--- src/rtl/dm_ctrl_pkg.sv ---
// Shared definitions for the data-memory controller: default widths and FSM states.
// Optional build macro DM_INIT_EN adds the INIT state that zero-fills memory after reset.
package dm_ctrl_pkg;

    localparam int unsigned DM_INSTR_WORD_WIDTH = 8;
    localparam int unsigned DM_DATA_WIDTH       = 8;

`ifdef DM_INIT_EN
    typedef enum logic [1:0] {
        S_INIT,
        S_IDLE,
        S_ACCESS,
        S_RESP
    } dm_state_e;

    localparam dm_state_e DM_RESET_STATE = S_INIT;
`else
    typedef enum logic [1:0] {
        S_IDLE,
        S_ACCESS,
        S_RESP
    } dm_state_e;

    localparam dm_state_e DM_RESET_STATE = S_IDLE;
`endif

endpackage

--- src/rtl/dm_ctrl.sv ---
// Data-memory controller: accepts one load/store at a time from the core,
// performs a single-cycle memory access and holds the response until consumed.
// Build macro DM_INIT_EN: after reset, walk every address writing zero before going idle.
module dm_ctrl
    import dm_ctrl_pkg::*;
#(
    parameter int unsigned ADDRESS_WIDTH = DM_INSTR_WORD_WIDTH,
    parameter int unsigned DATA_WIDTH    = DM_DATA_WIDTH
) (
    input  logic                     clk,
    input  logic                     rst_n,
    input  logic                     req_valid,
    output logic                     req_ready,
    input  logic                     req_wr,
    input  logic [ADDRESS_WIDTH-1:0] req_addr,
    input  logic [DATA_WIDTH-1:0]    req_wdata,
    output logic                     rsp_valid,
    input  logic                     rsp_ready,
    output logic [DATA_WIDTH-1:0]    rsp_rdata,
    output logic                     busy,
    output logic                     mem_wr,
    output logic [ADDRESS_WIDTH-1:0] mem_addr,
    output logic [DATA_WIDTH-1:0]    mem_wdata,
    input  logic [DATA_WIDTH-1:0]    mem_rdata
);

    dm_state_e                state_q;
    dm_state_e                state_d;
    logic [ADDRESS_WIDTH-1:0] addr_q;
    logic                     wr_q;
    logic [DATA_WIDTH-1:0]    wdata_q;
    logic [DATA_WIDTH-1:0]    rdata_q;
`ifdef DM_INIT_EN
    logic [ADDRESS_WIDTH-1:0] init_cnt_q;
`endif

    // State register.
    always_ff @(posedge clk or negedge rst_n) begin
        if (!rst_n) begin
            state_q <= DM_RESET_STATE;
        end else begin
            state_q <= state_d;
        end
    end

    // Next-state and output decode from state and the registered request fields.
    always_comb begin
        state_d   = state_q;
        req_ready = 1'b0;
        busy      = 1'b1;
        rsp_valid = 1'b0;
        rsp_rdata = '0;
        mem_wr    = 1'b0;
        mem_addr  = '0;
        mem_wdata = '0;
        case (state_q)
`ifdef DM_INIT_EN
            S_INIT: begin
                // Gated by rst_n so a held reset never strobes the memory.
                mem_wr   = rst_n;
                mem_addr = init_cnt_q;
                if (init_cnt_q == '1) begin
                    state_d = S_IDLE;
                end
            end
`endif
            S_IDLE: begin
                req_ready = 1'b1;
                busy      = 1'b0;
                if (req_valid) begin
                    state_d = S_ACCESS;
                end
            end
            S_ACCESS: begin
                mem_wr    = wr_q;
                mem_addr  = addr_q;
                mem_wdata = wdata_q;
                state_d   = S_RESP;
            end
            S_RESP: begin
                rsp_valid = 1'b1;
                rsp_rdata = rdata_q;
                if (rsp_ready) begin
                    state_d = S_IDLE;
                end
            end
            default: begin
                state_d = DM_RESET_STATE;
            end
        endcase
    end

    // Request capture, load-data capture and the init address walker.
    always_ff @(posedge clk or negedge rst_n) begin
        if (!rst_n) begin
            addr_q     <= '0;
            wr_q       <= 1'b0;
            wdata_q    <= '0;
            rdata_q    <= '0;
`ifdef DM_INIT_EN
            init_cnt_q <= '0;
`endif
        end else begin
            if (state_q == S_IDLE && req_valid) begin
                addr_q  <= req_addr;
                wr_q    <= req_wr;
                wdata_q <= req_wdata;
            end
            if (state_q == S_ACCESS) begin
                rdata_q <= wr_q ? '0 : mem_rdata;
            end
`ifdef DM_INIT_EN
            if (state_q == S_INIT) begin
                init_cnt_q <= init_cnt_q + ADDRESS_WIDTH'(1);
            end
`endif
        end
    end

endmodule

--- config.mk ---
export PLATFORM = sky130hd
export DESIGN_NAME = dm_ctrl
export DESIGN_NICKNAME = d
export VERILOG_FILES = /design/src/rtl/dm_ctrl_pkg.sv /design/src/rtl/dm_ctrl.sv
export SDC_FILE = /design/constraint.sdc
export NUM_CORES = 1
export LEC_CHECK = 0
export CAP_MARGIN = 20
export CORE_UTILIZATION = 45
export DETAILED_ROUTE_END_ITERATION = 12
export PLACE_DENSITY_LB_ADDON = 0.2
export SLEW_MARGIN = 20
export SYNTH_ARGS = -nofsm -noshare
export SYNTH_HDL_FRONTEND = slang
export SYNTH_SLANG_ARGS = --single-unit
--- constraint.sdc ---
create_clock -name clk -period 3.9 [get_ports clk]
set_input_delay 0.39 -clock clk [delete_from_list [all_inputs] [get_ports clk]]
set_output_delay 0.39 -clock clk [all_outputs]
set_load 0.01 [all_outputs]
# After elaboration in Yosys (flattened, before gate mapping)
# Cells that the tools add are included.
# op_classes
n_eq_ne,4
muxes,11
n_reduce_logical,3
# op_table
op,count
2-to-1 mux 8 bit,4
one-hot mux 2 bit (3 select lines),1
2-to-1 mux 1 bit,4
2-to-1 mux 2 bit,2
"!= test 2 bit, second input constant",2
"== test 2 x 1 -> 1 bit, second input constant",1
"== test 2 bit, second input constant",1
logical NOT 2 bit,1
AND reduction 2 bit,1
logical AND 1 bit,1
# word_totals
ff_bits,27
elab_cells,23
out_inout_bits,28

# Depth between registers and ports, before layout
# logic_depth
ltp_word,3
mapped_depth,4

# Worst setup path after synthesis
# Ideal clock, no wire load.
# synth_path
kind,register to output
startpoint,register state_q[1]
endpoint,output port mem_addr[0]
t_required_ns,3.510
arrival_ns,0.977
stages_incl_launch_ff,5
path_slack_ns,2.533
cell_sequence,dfrtp_1 -> nor2b_1 -> buf_6 -> buf_2 -> and2_1
# synth_between
elab_chain_len,2
# synth_lines
element,line_no,text
from (decl),dm_ctrl.sv:27,dm_state_e state_q;
from (signal assigned),dm_ctrl.sv:42,state_q <= state_d;
== test 2 x 1 -> 1 bit,dm_ctrl.sv:56,case (state_q)
2-to-1 mux 8 bit,dm_ctrl.sv:56,
to (decl),dm_ctrl.sv:22,"output logic [ADDRESS_WIDTH-1:0] mem_addr,"
# No other way between the ends.

# Worst setup path after layout
# layout_path
startpoint,register state_q[0]
endpoint,output port mem_addr[1]
# Same word-level chain as after synthesis.

==> impl_metrics.ini <==
[status]
outcome = finished clean

[routing]
top_layer_used = met4
drt-met1-wl_um = 1041
met2_length_um = 1298
wl_met3_um = 185
via_per_inst = 4.816
drt_first_pass_iters = 2
post-route-drc-count = 0
dr_total_vias = 891
detail_route.iter0.violations = 14
antenna_left = 0
wl_per_cell_um = 13.72
totalWireLength_um = 2539

[critical_path]
path_delay_family = buffers and inverters
cp.required_ps = 3510
cp_cell_sequence = nor2b_2, buf_4, and2_1, clkdlybuf4s50_1
r2r-end = wdata_q[2]$_DFFE_PN0P_
timing.rr.start = state_q[0]$_DFFE_PN0P_
worst-r2r-cell-count = 2
worst_ep_arrival_time_ps = 2120
cp_slowest_stage_delay_ps = 540
crit_path_end_kind = output port
critPathBufInv = 2
startpoint = state_q[0]$_DFFE_PN0P_
path_depth = 4
startpoint_type = register
slowest_stage = clkdlybuf4s50_1
r2r_setup_slack_ps = 2070
path_class = reg -> out
cp_max_fo = 16
endpoint = mem_addr[1]

[placed_design]
port_buffers = 56
place_inst = 181
placed_area_um2 = 1877
gp_congestion = 0.6844
dp_hpwl_um = 1906

[timing]
slew_viol_final = 0
max_slew.worst_pin.slew_ps = 1029
fmax_ghz = 0.3989
hold_viol_final = 0
rsz0062_at_grt = false
finalSetupTns_ps = 0
finalCriticalPeriod_ps = 2507
min_period_over_period_pct = 64.28
setup_viol_count_final = 0
slew_headroom_pct = 31.31
finClkSkew_ps = 7.860

[clock_network]
clockBufferDepth = 2
cts_tree = yes
postCtsResizedCells = 0
htree_levels = 1
cts_hold_buf = 0
post_cts_buffers = 0
cts_sinks = 27
cts-root-buf = clkbuf_4
cts_buffers = 3
clkLatencyLatePin_ps = 310
clkTransAtPathRegs_ps = 140

[floorplanning]
core_um2 = 2758
fp.dieH_um = 56.11
dieWidth_um = 56.11
start_util_pct = 47.78
rows = 19
dieArea_um2 = 3148
pin_count = 57

[cells_and_area]
nFillCells = 231
fin_nets = 184
finish.utilization_pct = 69.01
final_area_um2 = 1903
multi_input_area_um2 = 579.3
final_cell_count_no_fill = 185
syn_to_final_growth_pct = 44.44
seqCellArea_um2 = 675.6
drive_gt1_share_pct = 22.08
diodes = 0

[global_routing]
grt_max_degree = 28
grt.total_usage_pct = 17.40
grt_pass1_wl_um = 4202
antenna_found_initial = 0
grt-ovfl-total = 0
grt_pass1_vias = 920

[worst_hold_path]
hp-class = in -> async

[logic_synthesis]
syn_nets = 127
yosys_warnings = 0
ys.flop_type = dfrtp_1
syn-instance-count = 98
netlist-cell-type-count = 13
async_flop_share_pct = 100.0
netlist.area_leader.share_pct = 51.28
synth_area_leaders = dfrtp_1, mux2_4, mux2_2
post-synth-top-count-cell = dfrtp_1
synth-seq-cells = 27
ys_seq_area_share_pct = 51.28
synth_common_cells = dfrtp_1, and2_1, mux2_2
syn_area_um2 = 1318
synth_edf_count = 0
yosysTopAreaCell = dfrtp_1
synth_area_per_cell_um2 = 13.44

[power]
p_leak_nw = 0.8255
powerDensity_nw_per_um2 = 616.4
ir_drop_mv = 0.5079

[flow_run]
drv_cap = 0
-- where the power goes --
part	internal (mW)	total [mW]	switching [mW]
logic	0.370	0.570	0.200
clock network	0.0400	0.115	0.0753
registers	0.409	0.488	0.0794
-- cells in the final DEF, fill, tap and decap left out --
| master | synthesis | final |
|---|---|---|
| nor2b_2 | 0 | 1 |
| clkdlybuf4s50_1 | 0 | 56 |
| clkbuf_4 | 0 | 3 |
| mux2_2 | 14 | 14 |
| nor3b_4 | 0 | 1 |
| dfrtp_1 | 27 | 27 |
| or2_2 | 1 | 1 |
| and2b_2 | 1 | 1 |
| a21o_1 | 1 | 1 |
| clkbuf_1 | 0 | 1 |
| nor2b_1 | 9 | 8 |
| and2_1 | 25 | 25 |
| buf_4 | 0 | 2 |
| mux2_4 | 11 | 11 |
| inv_1 | 2 | 2 |
-- worst reg2reg max path: stages, from the launching register on --
cell and delay [ps]:
dfrtp_1 450, nor3b_4 870, mux2_2 430
-- worst min path at each step --
stage	endpoint	cells past startpoint	from
floorplan	addr_q[0]$_DFFE_PN0P_	0	rst_n
global placement	rdata_q[1]$_DFFE_PN0N_	1	rdata_q[1]$_DFFE_PN0N_
detailed placement	wdata_q[0]$_DFFE_PN0P_	1	wdata_q[0]$_DFFE_PN0P_
CTS	addr_q[7]$_DFFE_PN0P_	2	rst_n
global route	addr_q[0]$_DFFE_PN0P_	2	rst_n
finish	addr_q[7]$_DFFE_PN0P_	2	rst_n
-- stage by stage --
step                hold slack, ps  power [mW]  setup slack (ps)
finish                       429.2       1.173              1393
global route                 439.0       1.253              1225
CTS                          434.2       1.192              1346
detailed placement           486.5       1.073              1651
global placement             481.0       1.048              1668
floorplan                    94.41      0.8445              2533
-- routing by layer --
layer	track usage [%]	up-vias
met4	3.136	0
met2	29.93	31
met5	0	-
met1	20.58	430
li1	-	428
met3	7.209	2
-- cell families (layout without fill, tap and decap cells) --
kind of cell	count (synthesis)	in the layout	share of synthesized area, %
AO/OA/AOI/OAI	1	1	0.5700
buffers and inverters	8	64	5.413
flip-flops	27	27	51.28
multiplexers	25	25	24.50
AND/OR/NAND/NOR	37	37	18.23
-- sequential cells by signal, summed over array words and instances (netlist names) --
signal   cells
addr_q       8
rdata_q      8
state_q      2
wdata_q      8
wr_q         1
-- layout make-up --
class                           count  share of cell area (%)
Sequential cell                    27                   35.50
Timing Repair Buffer               58                   30.24
Tap cell                           31                   2.038
Multi-Input combinational cell     63                   30.44
Inverter                            2                  0.3945
Clock buffer                        4                   1.381
No activity file was read; power rests on OpenSTA's default activity.
